[src/rtl/booth_mul_r4.sv]
// Sequential radix-4 Booth multiplier: two multiplier bits per clock, signed or unsigned per operation.
// Optional BOOTH_MUL_EARLY_TERM_EN finishes as soon as every remaining Booth digit is zero.
module booth_mul_r4 #(
    parameter int WIDTH = 16
) (
    input  logic                 clk,
    input  logic                 reset,
    input  logic                 start,
    input  logic                 is_signed,
    input  logic [WIDTH-1:0]     X,
    input  logic [WIDTH-1:0]     Y,
    output logic [2*WIDTH-1:0]   Z,
    output logic                 valid,
    output logic                 busy
);

    localparam int PW = 2 * WIDTH;
    localparam int QW = WIDTH + 3;
    localparam int CW = $clog2(WIDTH / 2 + 2);
    localparam logic [CW-1:0] LAST_DIGIT = CW'(WIDTH / 2);

    typedef enum logic {IDLE, RUN} state_t;

    state_t          state_reg, state_next;
    logic [PW-1:0]   m_reg, m_next;
    logic [QW-1:0]   q_reg, q_next;
    logic [PW-1:0]   p_reg, p_next;
    logic [CW-1:0]   cnt_reg, cnt_next;
    logic [PW-1:0]   z_reg, z_next;
    logic            valid_reg, valid_next;

    logic [PW-1:0]   addend;
    logic [PW-1:0]   p_sum;
    logic [QW-1:0]   q_shift;
    logic            x_ext, y_ext;
    logic            last, done;

    assign x_ext   = is_signed & X[WIDTH-1];
    assign y_ext   = is_signed & Y[WIDTH-1];
    assign q_shift = {{2{q_reg[QW-1]}}, q_reg[QW-1:2]};
    assign p_sum   = p_reg + addend;
    assign last    = (cnt_reg == LAST_DIGIT);

`ifdef BOOTH_MUL_EARLY_TERM_EN
    // Remaining bits all equal means every later digit recodes to zero.
    assign done = last | (&q_shift) | ~(|q_shift);
`else
    assign done = last;
`endif

    always_comb begin
        addend = '0;
        case (q_reg[2:0])
            3'b001, 3'b010: addend = m_reg;
            3'b011:         addend = m_reg << 1;
            3'b100:         addend = -(m_reg << 1);
            3'b101, 3'b110: addend = -m_reg;
            default:        addend = '0;
        endcase
    end

    always_comb begin
        state_next = state_reg;
        m_next     = m_reg;
        q_next     = q_reg;
        p_next     = p_reg;
        cnt_next   = cnt_reg;
        z_next     = z_reg;
        valid_next = 1'b0;
        case (state_reg)
            IDLE: begin
                if (start) begin
                    state_next = RUN;
                    m_next     = {{WIDTH{x_ext}}, X};
                    q_next     = {{2{y_ext}}, Y, 1'b0};
                    p_next     = '0;
                    cnt_next   = '0;
                end
            end
            RUN: begin
                p_next   = p_sum;
                m_next   = m_reg << 2;
                q_next   = q_shift;
                cnt_next = cnt_reg + 1'b1;
                if (done) begin
                    state_next = IDLE;
                    z_next     = p_sum;
                    valid_next = 1'b1;
                end
            end
            default: state_next = IDLE;
        endcase
    end

    always_ff @(posedge clk or posedge reset) begin
        if (reset) begin
            state_reg <= IDLE;
            m_reg     <= '0;
            q_reg     <= '0;
            p_reg     <= '0;
            cnt_reg   <= '0;
            z_reg     <= '0;
            valid_reg <= 1'b0;
        end else begin
            state_reg <= state_next;
            m_reg     <= m_next;
            q_reg     <= q_next;
            p_reg     <= p_next;
            cnt_reg   <= cnt_next;
            z_reg     <= z_next;
            valid_reg <= valid_next;
        end
    end

    assign Z     = z_reg;
    assign valid = valid_reg;
    assign busy  = (state_reg == RUN);

endmodule
[config.mk]
export PLATFORM = sky130hd
export DESIGN_NAME = booth_mul_r4
export DESIGN_NICKNAME = d
export VERILOG_FILES = /design/src/rtl/booth_mul_r4.sv
export SDC_FILE = /design/constraint.sdc
export NUM_CORES = 1
export LEC_CHECK = 0
export BUFFER_PORTS_ARGS = -buffer_cell sky130_fd_sc_hd__buf_4
export CORE_MARGIN = 5
export CORE_UTILIZATION = 45
export DETAILED_ROUTE_END_ITERATION = 7
export PLACE_DENSITY = 0.66
export SKIP_CTS_REPAIR_TIMING = 1
export SLEW_MARGIN = 10
export SYNTH_ARGS = -nofsm -noshare
export SYNTH_HDL_FRONTEND = slang
export SYNTH_SLANG_ARGS = --single-unit
[constraint.sdc]
create_clock -name clk -period 4.7 [get_ports clk]
set_input_delay 0.235 -clock clk [delete_from_list [all_inputs] [get_ports clk]]
set_output_delay 0.235 -clock clk [all_outputs]
set_load 0.005 [all_outputs]
# Word level (Yosys, flattened, before mapping)
# Cells that the tools add are included.
# totals
register_bits,121
input_bits,36
out_inout_bits,34
elab_cells,41
# op_classes
addsub,4
eq_ne,8
muxes,14
bitwise_logic,3
n_reduce_logical,4
# op_table
operator,n
32-bit one-hot mux with 2 select lines,2
32-bit one-hot mux with 4 select lines,1
32-bit two-way mux,2
32-bit negator,2
19-bit one-hot mux with 2 select lines,1
32-bit adder,1
19-bit two-way mux,1
"3-bit equality test, second input constant",3
4-bit one-hot mux with 2 select lines,1
"3-bit by 2-bit equality test with 1-bit output, second input constant",2
"4-bit by 1-bit adder with 4-bit output, second input constant",1
"4-bit equality test, second input constant",1
1-bit two-way mux,4
4-bit two-way mux,1
2-bit AND reduction,2
2-bit OR reduction,2
"3-bit by 1-bit equality test with 1-bit output, second input constant",1
1-bit AND,2
"2-bit inequality test, second input constant",1
1-bit one-hot mux with 2 select lines,1
1-bit NOT,1

# Logic depth before layout (Yosys ltp)
# Gate-level depths: netlist of the first run.
# depth
ltp_word,5
mapped_depth,20
depth_no_buf,19

# Least setup slack after synthesis of the first run
# OpenSTA, ideal clock, no wires.
# synth_path
path_kind,flip-flop to flip-flop
from,reg m_reg[3]
to,reg p_reg[29]
setup_time_ps,135
arrival_ps,4298
required_ps,4565
slack_ps,266
path_stages_with_launch,20
n_path_buf,2
synth_period_minus_slack_ps,4434
path_cell_list,dfrtp_1 -> buf_6 -> or4_4 -> or4b_1 -> buf_2 -> or2_2 -> nand4b_1 -> nand2_1 -> xnor2_1 -> a22oi_1 -> o21ai_0 -> ha_1 -> a21o_1 -> a21o_1 -> a21o_1 -> a221o_1 -> a21oi_1 -> a21bo_2 -> xnor2_1 -> o21ai_0
# synth_between
elab_chain_len,4
elab_cells_between_ends,5
cone_classes,add/sub: 3; mux: 2
# synth_rtl
element,line,source
from (decl),25,"logic [PW-1:0] m_reg, m_next;"
from (signal assigned),106,m_reg <= m_next;
"32-bit negator, on equally long branches","57, 56",
32-bit one-hot mux with 4 select lines *,53,case (q_reg[2:0])
32-bit adder *,41,assign p_sum = p_reg + addend;
32-bit one-hot mux with 2 select lines *,70,case (state_reg)
to (signal assigned),108,p_reg <= p_next;
to (decl),27,"logic [PW-1:0] p_reg, p_next;"
# Mark *: on every way between the ends. The rest lies on a longest branch, timed or not.
# A chain may end at the register's enable or synchronous reset.

# Worst setup path after layout of the first run
# Ends and elaborated chain as after synthesis.

==> results of run 1 <==
-- routing by layer --
| metal | routed length, um | track usage | share of wire |
|---|---|---|---|
| met2 | 10900 | 0.352 | 0.47 |
| met5 | 0 | 0 | 0 |
| met3 | 1240 | 0.0399 | 0.053 |
| met1 | 10700 | 0.307 | 0.46 |
| met4 | 606 | 0.0704 | 0.026 |
-- layout make-up --
type	instances	share of cell area
well taps	229	0.0291
clock buffers	19	0.0460
flip-flops and latches	121	0.308
clock inverters	13	0.0169
repair buffers	118	0.0912
inverters	33	0.0128
multi-input cells	785	0.496
-- power groups by stage --
| stage | registers (W) | logic (W) | clock network, W |
|---|---|---|---|
| final | 0.00188 | 0.00589 | 0.00139 |
| after detailed placement | 0.00189 | 0.00570 | 0 |
| after global routing | 0.00195 | 0.00656 | 0.00147 |
| after global placement | 0.00189 | 0.00562 | 0 |
| after CTS | 0.00188 | 0.00573 | 0.00141 |
| after floorplan | 0.00178 | 0.00409 | 0 |
-- cells in the mapped netlist, types with 5 or more instances --
cell type    n  area [sq um]
a211oi_1     7          52.6
a21o_1      16           120
a21oi_1     38           190
a22oi_1     28           210
a31oi_1      6          37.5
a32oi_1      6          52.6
and2_1       5          31.3
and3_1       9          56.3
clkbuf_1    59           221
dfrtp_1    121          3030
ha_1        34           425
inv_1       33           124
mux2i_1     34           340
nand2_1    178           668
nand2b_1     6          37.5
nand3_1      9          45.0
nand4_1      9          56.3
nor2_1      47           176
nor2b_1      7          43.8
nor3_1      18          90.1
o21ai_0    168           841
o311ai_0    19           166
or3_1       16           100
xnor2_1     42           368
xor2_1      19           166
-- how the worst max path moves through the flow --
stage | startpoint | to | slack, ps | cells past startpoint
finish | m_reg[3] | p_reg[29] | 140 | 17
global route | m_reg[7] | Z[31] | -30 | 17
CTS | m_reg[3] | p_reg[29] | 100 | 17
detailed placement | m_reg[3] | Z[29] | 130 | 17
global placement | m_reg[17] | Z[30] | 120 | 15
floorplan | m_reg[3] | p_reg[29] | 270 | 19
-- per-stage QoR --
step,instances,TNS (ps)
finish,1318,0
global route,1318,-93.1
CTS,1316,0
detailed placement,1284,0
global placement,1284,0
floorplan,1008,0
-- logic make-up after synthesis --
family,Yosys count,synth area share
AOI/OAI and AO/OA,329,0.243
and+or+nand+nor,326,0.182
DFF,121,0.366
buffers and inverters,102,0.0490
xor gates and xnor gates,61,0.0646
adders and majority gates,35,0.0539
muxes,34,0.0412
-- critical path, cell delays in order (launching register included) --
cell,delay (ps)
dfrtp_1,370
or4_4,560
or4b_1,610
or2_2,340
nand4b_1,250
nand2_1,120
xnor2_1,140
a32oi_1,70
o21ai_1,170
ha_1,290
a21o_1,200
a21o_1,190
a21o_1,190
a221o_1,310
a21oi_1,130
a21bo_2,240
xnor2_1,150
o21ai_0,100
==> load_flow_metrics.sql, run 1 <==
INSERT INTO impl_metrics (metric_group, metric, value, unit) VALUES
('status', 'failed_checks', 'negative hold slack', ''),
('drt', 'drt_iter0_drc', '692', ''),
('power', 'p_comb_frac', '0.643', ''),
('floorplan', 'fp.dieH', '146', 'um'),
('synthesis', 'synthesis.instances', '1008', ''),
('global_routing', 'number_of_antenna_violations_at_the_first_check_in_global_routing', '0', ''),
('global_routing', 'largest_net_degree_at_the_start_of_global_routing', '87', ''),
('synthesis', 'yosys_warnings', '0', ''),
('drt', 'drt_pass1_iterations', '6', ''),
('critical_path', 'timing.rr.start', 'm_reg[3]', ''),
('critical_path', 'r2r_setup_slack', '140', 'ps'),
('power', 'total_switching_power', '0.00434', 'W'),
('timing', 'fin_skew', '9.60', 'ps'),
('finish', 'layout.core_utilization', '0.546', ''),
('timing', 'max-slew-margin-rel', '0.328', ''),
('finish', 'proportion_of_layout_cells_with_a_drive_suffix_above_1', '0.157', ''),
('drt', 'drtAntennaViolNets', '0', ''),
('cts', 'number_of_sinks_on_the_clock_net', '121', ''),
('floorplan', 'design.die.area', '21200', 'sq um'),
('drt', 'remaining_drc_errors', '0', ''),
('synthesis', 'synth_edf_count', '0', ''),
('power', 'powerDensity', '931', 'nW/um^2'),
('floorplan', 'pin_count', '70', ''),
('cts', 'numCtsBuffers', '17', ''),
('finish', 'nFillCells', '1684', ''),
('power', 'share_seq_of_total_power', '0.206', ''),
('power', 'clock_power_share', '0.152', ''),
('critical_path', 'path_class', 'reg -> reg', ''),
('placement', 'io_buffers', '69', ''),
('critical_path', 'regToRegEndpoint', 'p_reg[29]', ''),
('critical_path', 'worstPathRequired', '4980', 'ps'),
('global_routing', 'first_pass_grt_wire_length', '38800', 'um'),
('synthesis', 'syn_nets', '1079', ''),
('power', 'intPower', '0.00483', 'W'),
('floorplan', 'rows', '49', ''),
('timing', 'worst_pin_slew', '1010', 'ps'),
('power', 'power.share.switching', '0.473', ''),
('synthesis', 'ys_types', '63', ''),
('drt', 'vias_per_cell', '5.86', ''),
('drt', 'route.detailed.wl_per_inst', '17.8', 'um'),
('critical_path', 'worst-r2r-cell-count', '17', ''),
('finish', 'layout_common_cells', 'nand2_1 (178), o21ai_0 (162), dfrtp_1 (120), buf_4 (117), nor2_1 (46)', ''),
('global_routing', 'grtUsageTotal', '0.221', ''),
('critical_path', 'critical_path_peak_fanout', '4', ''),
('power', 'finalPower', '0.00917', 'W'),
('floorplan', 'coreArea', '18000', 'sq um'),
('floorplan', 'die_width', '146', 'um'),
('global_routing', 'grt_overflow', '0', ''),
('timing', 'hold_slack', '-32.5', 'ps'),
('finish', 'layout.nets', '1147', ''),
('critical_path', 'worst-endpoint-arrival', '4850', 'ps'),
('drt', 'wl', '23400', 'um'),
('drt', 'detailroute.via_count', '7729', ''),
('critical_path', 'setup_crit_start_kind', 'flip-flop', ''),
('synthesis', 'synthesis.area_per_instance', '8.20', 'sq um'),
('timing', 'period_utilization_post_route', '0.971', ''),
('finish', 'final_cell_area', '9850', 'sq um'),
('power', 'peakVddDrop', '0.000406', 'V'),
('synthesis', 'postSynth.asyncResetShare', '1.00', ''),
('finish', 'insertedDiodeCount', '0', ''),
('timing', 'finalCriticalPeriod', '4560', 'ps'),
('synthesis', 'synth-main-ff-cell', 'dfrtp_1', ''),
('timing', 'drv_slew', '0', ''),
('timing', 'clock.fmax', '219', 'MHz'),
('timing', 'timing.final.hold_violations', '28', ''),
('timing', 'layout_setup_ws', '137', 'ps'),
('global_routing', 'first_global_vias', '7363', ''),
('finish', 'multi_input_comb_area', '4890', 'sq um'),
('status', 'outcome', 'finished with violations', ''),
('timing', 'finalSetupViolations', '0', ''),
('power', 'power_leakage', '4.49', 'nW');
(Power assumes the default switching activity.)
==> inputs of run 2 (changes only) <==
- CAP_MARGIN: unset -> 10
- SETUP_SLACK_MARGIN: unset -> 0.2
==> run 2 against run 1 <==
The flow still finishes with violations (negative hold slack). Final cell count rose by 0.83%. Routed wire length increased by 0.85%. Register-to-register slack better by 150 ps. First-iteration DRC count grew 6.2%. Hold slack better by 3.2 ps. Die area unchanged. Sequential share of layout area is 0.61 points lower. Worst setup slack improved by 150 ps. Non-clock buffer count increased by 11. Global-route usage unchanged.
==> load_flow_metrics.sql, run 2 (synthesis gave the netlist of run 1 again) <==
INSERT INTO impl_metrics (metric_group, metric, value, unit) VALUES
('critical_path', 'regToRegEndpoint', 'p_reg[29]', ''),
('finish', 'area.growth.synth_to_final', '21.5', '%'),
('critical_path', 'path_class', 'reg -> reg', ''),
('timing', 'hold_slack', '-29.3', 'ps'),
('global_routing', 'grt_overflow', '0', ''),
('global_routing', 'first_global_vias', '7363', ''),
('finish', 'multi_input_comb_area', '5000', 'sq um'),
('cts', 'clkTransAtPathRegs', '60', 'ps'),
('placement', 'io_buffers', '69', ''),
('floorplan', 'pin_count', '70', ''),
('critical_path', 'slowest_delay', '580', 'ps'),
('critical_path', 'crit_path_end_kind', 'flip-flop', ''),
('critical_path', 'critical_path_peak_fanout', '3', ''),
('timing', 'clock.fmax', '227', 'MHz'),
('timing', 'timing.final.hold_violations', '40', ''),
('finish', 'proportion_of_layout_cells_with_a_drive_suffix_above_1', '0.187', ''),
('floorplan', 'design.die.area', '21200', 'sq um'),
('timing', 'worst_pin_slew', '1000', 'ps'),
('timing', 'finalCriticalPeriod', '4410', 'ps'),
('status', 'failed_checks', 'negative hold slack', ''),
('cts', 'number_of_sinks_on_the_clock_net', '121', ''),
('placement', 'globalplace.congestion', '0.914', ''),
('drt', 'drtAntennaViolNets', '0', ''),
('finish', 'nFillCells', '1674', ''),
('timing', 'fin_tns_setup', '0', 'ps'),
('drt', 'route.detailed.wl_per_inst', '17.8', 'um'),
('cts', 'root_buffer', 'clkbuf_16', ''),
('critical_path', 'cp_slowest_cell', 'or4b_4', ''),
('floorplan', 'rows', '49', ''),
('cts', 'clock_insertion_delay_worst_skew', '420', 'ps'),
('floorplan', 'die_width', '146', 'um'),
('finish', 'layout.nets', '1158', ''),
('floorplan', 'fp.dieH', '146', 'um'),
('critical_path', 'r2r_setup_slack', '290', 'ps'),
('cts', 'numCtsBuffers', '17', ''),
('cts', 'cts.htree.levels', '4', ''),
('finish', 'mostFrequentLayoutCell', 'nand2_1', ''),
('drt', 'drt_iter0_drc', '735', ''),
('global_routing', 'number_of_antenna_violations_at_the_first_check_in_global_routing', '0', ''),
('global_routing', 'largest_net_degree_at_the_start_of_global_routing', '87', ''),
('timing', 'finalSetupViolations', '0', ''),
('critical_path', 'worst-r2r-cell-count', '17', ''),
('status', 'outcome', 'finished with violations', ''),
('critical_path', 'setup_crit_start_kind', 'flip-flop', ''),
('critical_path', 'worst-endpoint-arrival', '4700', 'ps'),
('critical_path', 'cp_cell_sequence', 'or4_4, or4b_4, or2_4, nand4b_1, nand2_1, xnor2_1, a32oi_1, o21ai_1, ha_1, a21o_1, a21o_1, a21o_1, a221o_1, a21oi_1, a21bo_2, xnor2_2, o21ai_1', ''),
('finish', 'layout_common_cells', 'nand2_1 (177), o21ai_0 (152), buf_4 (128), dfrtp_1 (120), nor2_1 (46)', ''),
('timing', 'period_utilization_post_route', '0.939', ''),
('finish', 'sequential_cell_area', '3030', 'sq um'),
('floorplan', 'coreArea', '18000', 'sq um'),
('drt', 'detailroute.via_count', '7747', ''),
('global_routing', 'first_pass_grt_wire_length', '38800', 'um'),
('drt', 'wl', '23600', 'um'),
('critical_path', 'critical-path-top-cell-by-count', 'a21o_1', ''),
('cts', 'cts_tree', 'yes', ''),
('placement', 'hpwl', '16200', 'um'),
('floorplan', 'initial_core_util', '0.459', ''),
('global_routing', 'grtUsageTotal', '0.221', ''),
('timing', 'drv_slew', '0', ''),
('timing', 'unrepaired_setup_endpoints_after_global_routing', 'yes', ''),
('critical_path', 'timing.rr.start', 'm_reg[14]', ''),
('flow_run', 'timing.max_cap.violations', '0', ''),
('cts', 'cts_buffer_depth', '2', ''),
('hold_path', 'worstHoldPathType', 'in -> async', ''),
('critical_path', 'worstPathRequired', '4990', 'ps'),
('finish', 'insertedDiodeCount', '0', ''),
('drt', 'vias_per_cell', '5.83', ''),
('timing', 'fin_skew', '8.47', 'ps'),
('drt', 'drt_pass1_iterations', '5', ''),
('timing', 'max-slew-margin-rel', '0.331', ''),
('drt', 'remaining_drc_errors', '0', '');
-- run 2: cell count changes in the layout (fill, tap and decap cells not counted), moves of 2 or more --
| cell | delta |
|---|---|
| or3_1 | -2 |
| buf_4 | +11 |
| o21ai_1 | +8 |
| a41oi_2 | +2 |
| o21ai_0 | -10 |
| o21ai_2 | +2 |
| ha_2 | +4 |
| a41oi_1 | -2 |
| a211oi_1 | -3 |
| or3_4 | +2 |
| a211oi_2 | +3 |
| ha_1 | -5 |
-- run 2: how the worst max path moves through the flow --
stage,start,endpoint,depth (start not counted)
floorplan,m_reg[3],p_reg[29],19
global placement,m_reg[17],Z[30],15
detailed placement,m_reg[3],Z[29],17
CTS,m_reg[3],p_reg[29],17
global route,m_reg[14],Z[29],17
finish,m_reg[14],p_reg[29],17
-- run 2: final cells by class --
cell class / instances / area share
inverter: 33 / 0.0126
tap: 229 / 0.0285
clock inverter: 13 / 0.0166
timing repair buffer: 129 / 0.0976
clock buffer: 19 / 0.0451
sequential: 121 / 0.301
multi-input combinational: 785 / 0.498
-- run 2: critical path: cells and delay by family, from the launching register on --
family                   cells  cell delay [ps]
AND/OR/NAND/NOR              5             1730
AO/OA/AOI/OAI                9             1620
flip-flops                   1              380
XOR/XNOR                     2              280
adder cells (fa/ha/maj)      1              270
-- run 2: stage by stage --
step            util  cells  instance area, sq um  hold WS (ps)  setup slack (ps)
3_3_place_gp   0.509   1284                  9170           432               125
4_1_cts        0.543   1316                  9790         -8.56              99.2
2_1_floorplan      -   1008                  8270           391               266
5_1_grt        0.557   1329                 10000          33.9               144
6_report       0.557   1329                 10000         -29.3               286
3_5_place_dp   0.509   1284                  9170           443               129
-- run 2: metal layers --
metal	up-vias	share of wire	track usage	wire, um
met5	-	0	0	0
met4	0	0.023	0.0704	554
met3	44	0.053	0.0399	1250
met2	258	0.47	0.352	11100
met1	3677	0.45	0.307	10700
li1	3768	-	-	-
Power of run 2 is not shown: default switching activity piles up to over one toggle a cycle in this logic, so the estimate is an artifact.
